--- src/rtl/pipe_stage_reg.sv ---
// rtl/pipe_stage_reg.sv - valid/ready pipeline stage register with optional 2-entry skid buffer
module pipe_stage_reg #(
    parameter int DATA_W      = 165,
    parameter bit SKID        = 1'b1,
    parameter bit BUBBLE_ZERO = 1'b1
) (
    input  logic              clk,
    input  logic              rst,
    input  logic              in_valid,
    output logic              in_ready,
    input  logic [DATA_W-1:0] in_data,
    input  logic              flush,
    output logic              out_valid,
    input  logic              out_ready,
    output logic [DATA_W-1:0] out_data,
    output logic [1:0]        count
);

    logic              m_valid, m_valid_nx;
    logic              s_valid, s_valid_nx;
    logic [DATA_W-1:0] m_data, m_data_nx;
    logic [DATA_W-1:0] s_data, s_data_nx;
    logic [1:0]        count_q;
    logic              accept, drain;

    assign out_valid = m_valid;
    assign out_data  = m_data;
    assign count     = count_q;

    // With the skid buffer, in_ready depends only on S occupancy so it never
    // combinationally follows out_ready.
    always_comb begin
        in_ready = 1'b0;
        if (!rst) begin
            if (SKID) in_ready = !s_valid;
            else      in_ready = !m_valid || out_ready;
        end
    end

    assign accept = in_valid && in_ready;
    assign drain  = m_valid && out_ready;

    always_comb begin
        m_valid_nx = m_valid;
        m_data_nx  = m_data;
        s_valid_nx = s_valid;
        s_data_nx  = s_data;
        if (SKID) begin
            if (drain) begin
                if (s_valid) begin
                    m_data_nx  = s_data;
                    s_valid_nx = 1'b0;
                    s_data_nx  = BUBBLE_ZERO ? '0 : s_data;
                end else if (accept) begin
                    m_data_nx = in_data;
                end else begin
                    m_valid_nx = 1'b0;
                    m_data_nx  = BUBBLE_ZERO ? '0 : m_data;
                end
            end else if (accept) begin
                if (!m_valid) begin
                    m_valid_nx = 1'b1;
                    m_data_nx  = in_data;
                end else begin
                    s_valid_nx = 1'b1;
                    s_data_nx  = in_data;
                end
            end
        end else begin
            if (accept) begin
                m_valid_nx = 1'b1;
                m_data_nx  = in_data;
            end else if (drain) begin
                m_valid_nx = 1'b0;
                m_data_nx  = BUBBLE_ZERO ? '0 : m_data;
            end
        end
        // Flush kills held entries and any payload accepted this same cycle.
        if (flush) begin
            m_valid_nx = 1'b0;
            s_valid_nx = 1'b0;
            m_data_nx  = BUBBLE_ZERO ? '0 : m_data;
            s_data_nx  = BUBBLE_ZERO ? '0 : s_data;
        end
    end

    always_ff @(posedge clk) begin
        if (rst) begin
            m_valid <= 1'b0;
            m_data  <= '0;
            s_valid <= 1'b0;
            s_data  <= '0;
            count_q <= 2'd0;
        end else begin
            m_valid <= m_valid_nx;
            m_data  <= m_data_nx;
            s_valid <= s_valid_nx;
            s_data  <= s_data_nx;
            count_q <= {1'b0, m_valid_nx} + {1'b0, s_valid_nx};
        end
    end

endmodule

--- config.mk ---
export PLATFORM = sky130hd
export DESIGN_NAME = pipe_stage_reg
export DESIGN_NICKNAME = d
export VERILOG_FILES = /design/src/rtl/pipe_stage_reg.sv
export SDC_FILE = /design/constraint.sdc
export NUM_CORES = 1
export LEC_CHECK = 0
export ABC_AREA = 1
export CORE_UTILIZATION = 50
export DETAILED_ROUTE_END_ITERATION = 8
export GPL_ROUTABILITY_DRIVEN = 0
export PLACE_DENSITY = 0.77
export SLEW_MARGIN = 5
export SYNTH_ARGS = -nofsm -noshare
export SYNTH_HDL_FRONTEND = slang
export SYNTH_SLANG_ARGS = --single-unit
--- constraint.sdc ---
create_clock -name clk -period 2.3 [get_ports clk]
set_input_delay 0.46 -clock clk [delete_from_list [all_inputs] [get_ports clk]]
set_output_delay 0.46 -clock clk [all_outputs]
set_load 0.005 [all_outputs]
# == Word level (Yosys, flattened, before mapping) ==
# Index checks and enable logic that the tools add are counted.
# word_totals
ff_bits,334
output_inout_bits,169
elab_cells,35
# op_classes
add_sub_neg,1
n_eq_ne,2
n_mux,19
n_reduce_logical,8
# ops
operator,count
$mux W165,9
$mux W1,10
$reduce_bool A2 Y1,2
$reduce_and A3 Y1,1
$add A1 B1 Y2,1
$logic_and A1 B1 Y1,2
$ne A2 B1 Y1 const B,1
$ne A2 B2 Y1 const B,1
$reduce_and A2 Y1,1
$reduce_or A2 Y1,1
$logic_not A1 Y1,1

# == Longest topological paths before layout ==
# Gate-level depths: netlist of run 1.
# depth
ltp_word,8
ltp_mapped,11
mapped_depth_nobuf,9

# == Least setup slack after synthesis of run 1 ==
# No wires, ideal clock.
# synth_timing
path_type,input to register
startpoint,input out_ready
endpoint,register count_q[0] (netlist: count[0])
setup_time_ns,0.109
arrival_time_ns,1.729
required_time_ns,2.191
setup_slack_ns,0.462
cell_stages,11
path_cell_list,clkbuf_1 -> inv_2 -> nor2_1 -> nor2_2 -> buf_2 -> buf_4 -> inv_1 -> a21oi_1 -> ha_1 -> inv_1 -> nor2_1
# synth_between
elab_chain_cells,4
word_cells_on_any_way,6
classes_between,add/sub: 1; mux: 4; reduce/logical: 1
# synth_lines
item,line_no,rtl
"start, declared",14,"input logic out_ready,"
$logic_and A1 B1 Y1,41,assign drain = m_valid && out_ready;
$mux W1,49,if (drain) begin
$mux W1,79,if (flush) begin
named net m_valid_nx,19,"logic m_valid, m_valid_nx;"
$add A1 B1 Y2,99,"count_q <= {1'b0, m_valid_nx} + {1'b0, s_valid_nx};"
"end signal, assigned",99,
"end, declared",23,logic [1:0] count_q;
# The timed path passes the listed nets, and every way through them passes these cells.
# A chain may end at the register's enable or synchronous reset.

# == Worst setup path after layout of run 1 ==
# layout_timing
startpoint,register s_valid
endpoint,output in_ready
# layout_between
elab_chain_cells,2
# layout_lines
item,line_no,rtl
"start, declared",20,"logic s_valid, s_valid_nx;"
"start signal, assigned",97,s_valid <= s_valid_nx;
$logic_not A1 Y1,35,if (SKID) in_ready = !s_valid;
$mux W1,34,if (!rst) begin
"end, declared",10,"output logic in_ready,"
# Every way passes these cells.

==> results of run 1 <==
-- power breakdown --
| group | internal (mW) | switching (mW) | total (mW) | leakage (nW) |
|---|---|---|---|---|
| clock | 3.33 | 2.38 | 5.71 | 0.559 |
| sequential | 5.91 | 0.0827 | 6.00 | 2.71 |
| combinational | 0.942 | 1.17 | 2.12 | 6.60 |
| total | 10.2 | 3.64 | 13.8 | 9.86 |
-- Yosys cell counts --
cell type and n:
sky130_fd_sc_hd__nor2_2 1, sky130_fd_sc_hd__a21boi_0 1, sky130_fd_sc_hd__dfxtp_1 334, sky130_fd_sc_hd__nand2_2 2, sky130_fd_sc_hd__ha_1 1, sky130_fd_sc_hd__nand3b_1 165
sky130_fd_sc_hd__inv_2 2, sky130_fd_sc_hd__nor2_1 586, sky130_fd_sc_hd__nor2_4 1, sky130_fd_sc_hd__nand3_1 411, sky130_fd_sc_hd__nand4_1 165, sky130_fd_sc_hd__buf_2 91
sky130_fd_sc_hd__inv_1 174, sky130_fd_sc_hd__a21oi_1 82, sky130_fd_sc_hd__clkbuf_1 124, sky130_fd_sc_hd__buf_1 32, sky130_fd_sc_hd__buf_4 4, sky130_fd_sc_hd__buf_6 3
sky130_fd_sc_hd__nand2_1 585
-- cell families (layout without fill, tap and decap cells) --
| group | after synthesis | in the layout | synth area share (%) |
|---|---|---|---|
| other cells | 0 | 3 | 0 |
| flops | 334 | 334 | 37.9 |
| compound gates | 83 | 83 | 2.37 |
| buf+inv | 430 | 626 | 10.0 |
| fa+ha+maj | 1 | 1 | 0.0709 |
| simple gates | 1916 | 1916 | 49.6 |
-- critical path: cells and delay by family (launching register included) --
kind,cells,cell delay (ns)
flip-flops,1,0.46
AND/OR/NAND/NOR,1,0.21
buffers and inverters,1,0.59
-- layer usage --
metal,GRT usage (%),part of all wire (%)
met1,38.5,42
met2,48.5,46
met3,5.37,8.9
met4,14.1,3.8
met5,0,0.078
-- through the flow --
stage	TNS, ns	std cells	utilization, %
after global routing	0	3416	64.8
after CTS	0	3415	64.8
after detailed placement	0	3353	61.5
final	0	3418	64.8
after global placement	-0.00249	3353	61.5
after floorplan	0	2764	-
-- cell type report --
type / count / area (sq um) / area share (%)
Tap cell: 455 / 569 / 2.54
Timing Repair Buffer: 388 / 4120 / 18.4
Clock inverter: 5 / 31.3 / 0.139
Multi-Input combinational cell: 2000 / 9250 / 41.2
Sequential cell: 334 / 6690 / 29.8
Inverter: 176 / 661 / 2.94
Clock buffer: 57 / 1110 / 4.97
Antenna cell: 3 / 7.51 / 0.0334
-- sequential cells by signal, summed over array words and instances, names as in the netlist --
register   flops
out_data     165
out_valid      1
count          2
s_valid        1
s_data       165
-- how the worst max path moves through the flow --
stage              start  cells past startpoint       end
3_3_place_gp         rst                     10  count[0]
5_1_grt          s_valid                      2  in_ready
6_report         s_valid                      2  in_ready
4_1_cts          s_valid                      2  in_ready
2_1_floorplan  out_ready                     11  count[0]
3_5_place_dp         rst                     10  count[0]
==> impl_results.rst, run 1 <==
.. list-table::
   :header-rows: 1

   * - Metric
     - Value
   * - Path category of the worst min-delay check
     - in -> reg
   * - Worst Reg-to-Reg Cells
     - 6
   * - Clock latency reported for the late side of the worst-skew pair
     - 0.52 ns
   * - Overall routing resource usage
     - 29.9%
   * - Number of max-slew violations in the final report
     - 0
   * - Hold buffer count at cts
     - 0
   * - Final critical-path required period
     - 2.24 ns
   * - Number of instances in the synthesized netlist
     - 2,764
   * - Endpoint class of the critical path
     - output pin
   * - Resized Gates After CTS
     - 0
   * - Clock slew at the register clock pins of the worst setup and hold paths
     - 0.06 ns
   * - Net count of the finished layout
     - 3,108
   * - Endpoints failing setup
     - 0
   * - Post-synthesis sequential area ratio
     - 37.9%
   * - Per-instance average area after synthesis
     - 6.38 sq um
   * - Fraction of layout instances using a drive strength above 1
     - 3.85%
   * - Clk_skew
     - 0.0197 ns
   * - Number of endpoints with negative hold slack in the final report
     - 0
   * - Initial antenna violation count
     - 6
   * - Wire length of the first global-routing pass
     - 89.6 mm
   * - Max FO, Critical Path
     - 27
   * - Worst path cell trace
     - nor2_4 > clkdlybuf4s50_1
   * - Required time of the worst setup path
     - 1.84 ns
   * - First-pass detailed-route iteration total
     - 7
   * - Buffer cell driving the clock tree root
     - sky130_fd_sc_hd__clkbuf_16
   * - Cell Pwr Density
     - 616 nW/um^2
   * - Total of flip-flops plus latches after synthesis
     - 334
   * - Die boundary height
     - 190 um
   * - Layout overhead on the synthesized area
     - 27.3%
   * - Post-route DRC
     - 0
   * - Area of placed instances
     - 21,300 sq um
   * - Overall die width
     - 190 um
   * - VDD IR max
     - 0.000443 V
   * - Commonest non-fill, non-tap cell in the layout
     - sky130_fd_sc_hd__nor2_1
   * - Slew at the pin closest to its max-slew limit
     - 0.837 ns
   * - Initial DRC Count
     - 1,807
   * - Worst reg-to-reg setup slack
     - 0.35 ns
   * - Vias after detailed routing
     - 19,200
   * - Synth unique cells
     - 19
   * - Achievable frequency
     - 446 MHz
   * - Capture point of the worst reg-to-reg path
     - s_data[76]
   * - Relative slew slack
     - 44.2%
   * - Cell type with the highest aggregate area in the netlist
     - sky130_fd_sc_hd__dfxtp_1
   * - DRT Wirelength
     - 55.3 mm
   * - Cell count of the worst hold path
     - 5
   * - FF-to-FF Start
     - s_valid
   * - Number of vias per cell
     - 5.62
   * - Most used cells in the layout excluding fill and tap cells
     - 585 x sky130_fd_sc_hd__nor2_1, 583 x sky130_fd_sc_hd__nand2_1, 410 x sky130_fd_sc_hd__nand3_1
   * - Nature of the critical path startpoint
     - flop
   * - Htree depth
     - 2
   * - Core area
     - 34,600 sq um
   * - Routed wirelength normalized by instance count
     - 16.2 um
   * - Number of max-cap violations
     - 0
   * - Fin area
     - 22,500 sq um
   * - Clk buf depth
     - 3
   * - Net Count, Synth
     - 2,935
   * - Pleak
     - 9.86 nW
   * - Type of the worst setup path
     - reg -> out
   * - Port Buffers
     - 338
   * - Critical Path Max Stage Delay
     - 0.59 ns
   * - Routed Antenna Nets
     - 0
   * - Clk sinks
     - 334
   * - Min-Delay Startpoint
     - in_valid
   * - Yosys warning count
     - 0
   * - Setup repair after global routing missed its margin
     - false
   * - Number of buffers created by CTS
     - 37
   * - Vias in the first global route
     - 18,200
   * - Largest net degree at the start of global routing
     - 143
   * - Arrival time worst endpoint
     - 1.78 ns
   * - End point of the worst hold path
     - out_data[132]
   * - Overflow left after global routing
     - 0
   * - Initial standard-cell utilization of the core
     - 50.9%
   * - Num rows
     - 68
   * - Post-route clock period utilization
     - 97.4%
   * - Sum of net half-perimeters after detailed placement
     - 31.9 mm
   * - Total power
     - 13.8 mW
   * - DP Worst Slack
     - 0.0157 ns
   * - Die Outline Area
     - 36,000 sq um
   * - Clock tree from TritonCTS
     - done
   * - Worst Hold Slack
     - 0.465 ns
   * - Total I/O pin count
     - 339
   * - Critical Path Slowest Stage Cell
     - sky130_fd_sc_hd__clkdlybuf4s50_1
   * - Outcome
     - finished clean
   * - Post-route setup slack
     - 0.0596 ns
   * - Total setup buffers inserted after CTS
     - 0
   * - Cell types with the largest area share after synthesis
     - sky130_fd_sc_hd__dfxtp_1 38%, sky130_fd_sc_hd__nor2_1 12%, sky130_fd_sc_hd__nand2_1 12%, sky130_fd_sc_hd__nand3_1 12%, sky130_fd_sc_hd__nand3b_1 7.0%
   * - Mapped cell area
     - 17,600 sq um
   * - Area share of the largest cell type after synthesis
     - 37.9%
   * - Count of fill cells added during filler insertion
     - 2,959
Note: power is estimated with default switching activity, not from simulation.
==> inputs of run 2 (changes only) <==
Settings changed: SLEW_MARGIN 5 to unset.
==> results of run 2 <==
Same layout as run 1: the final DEF is identical, and so are final timing and power.
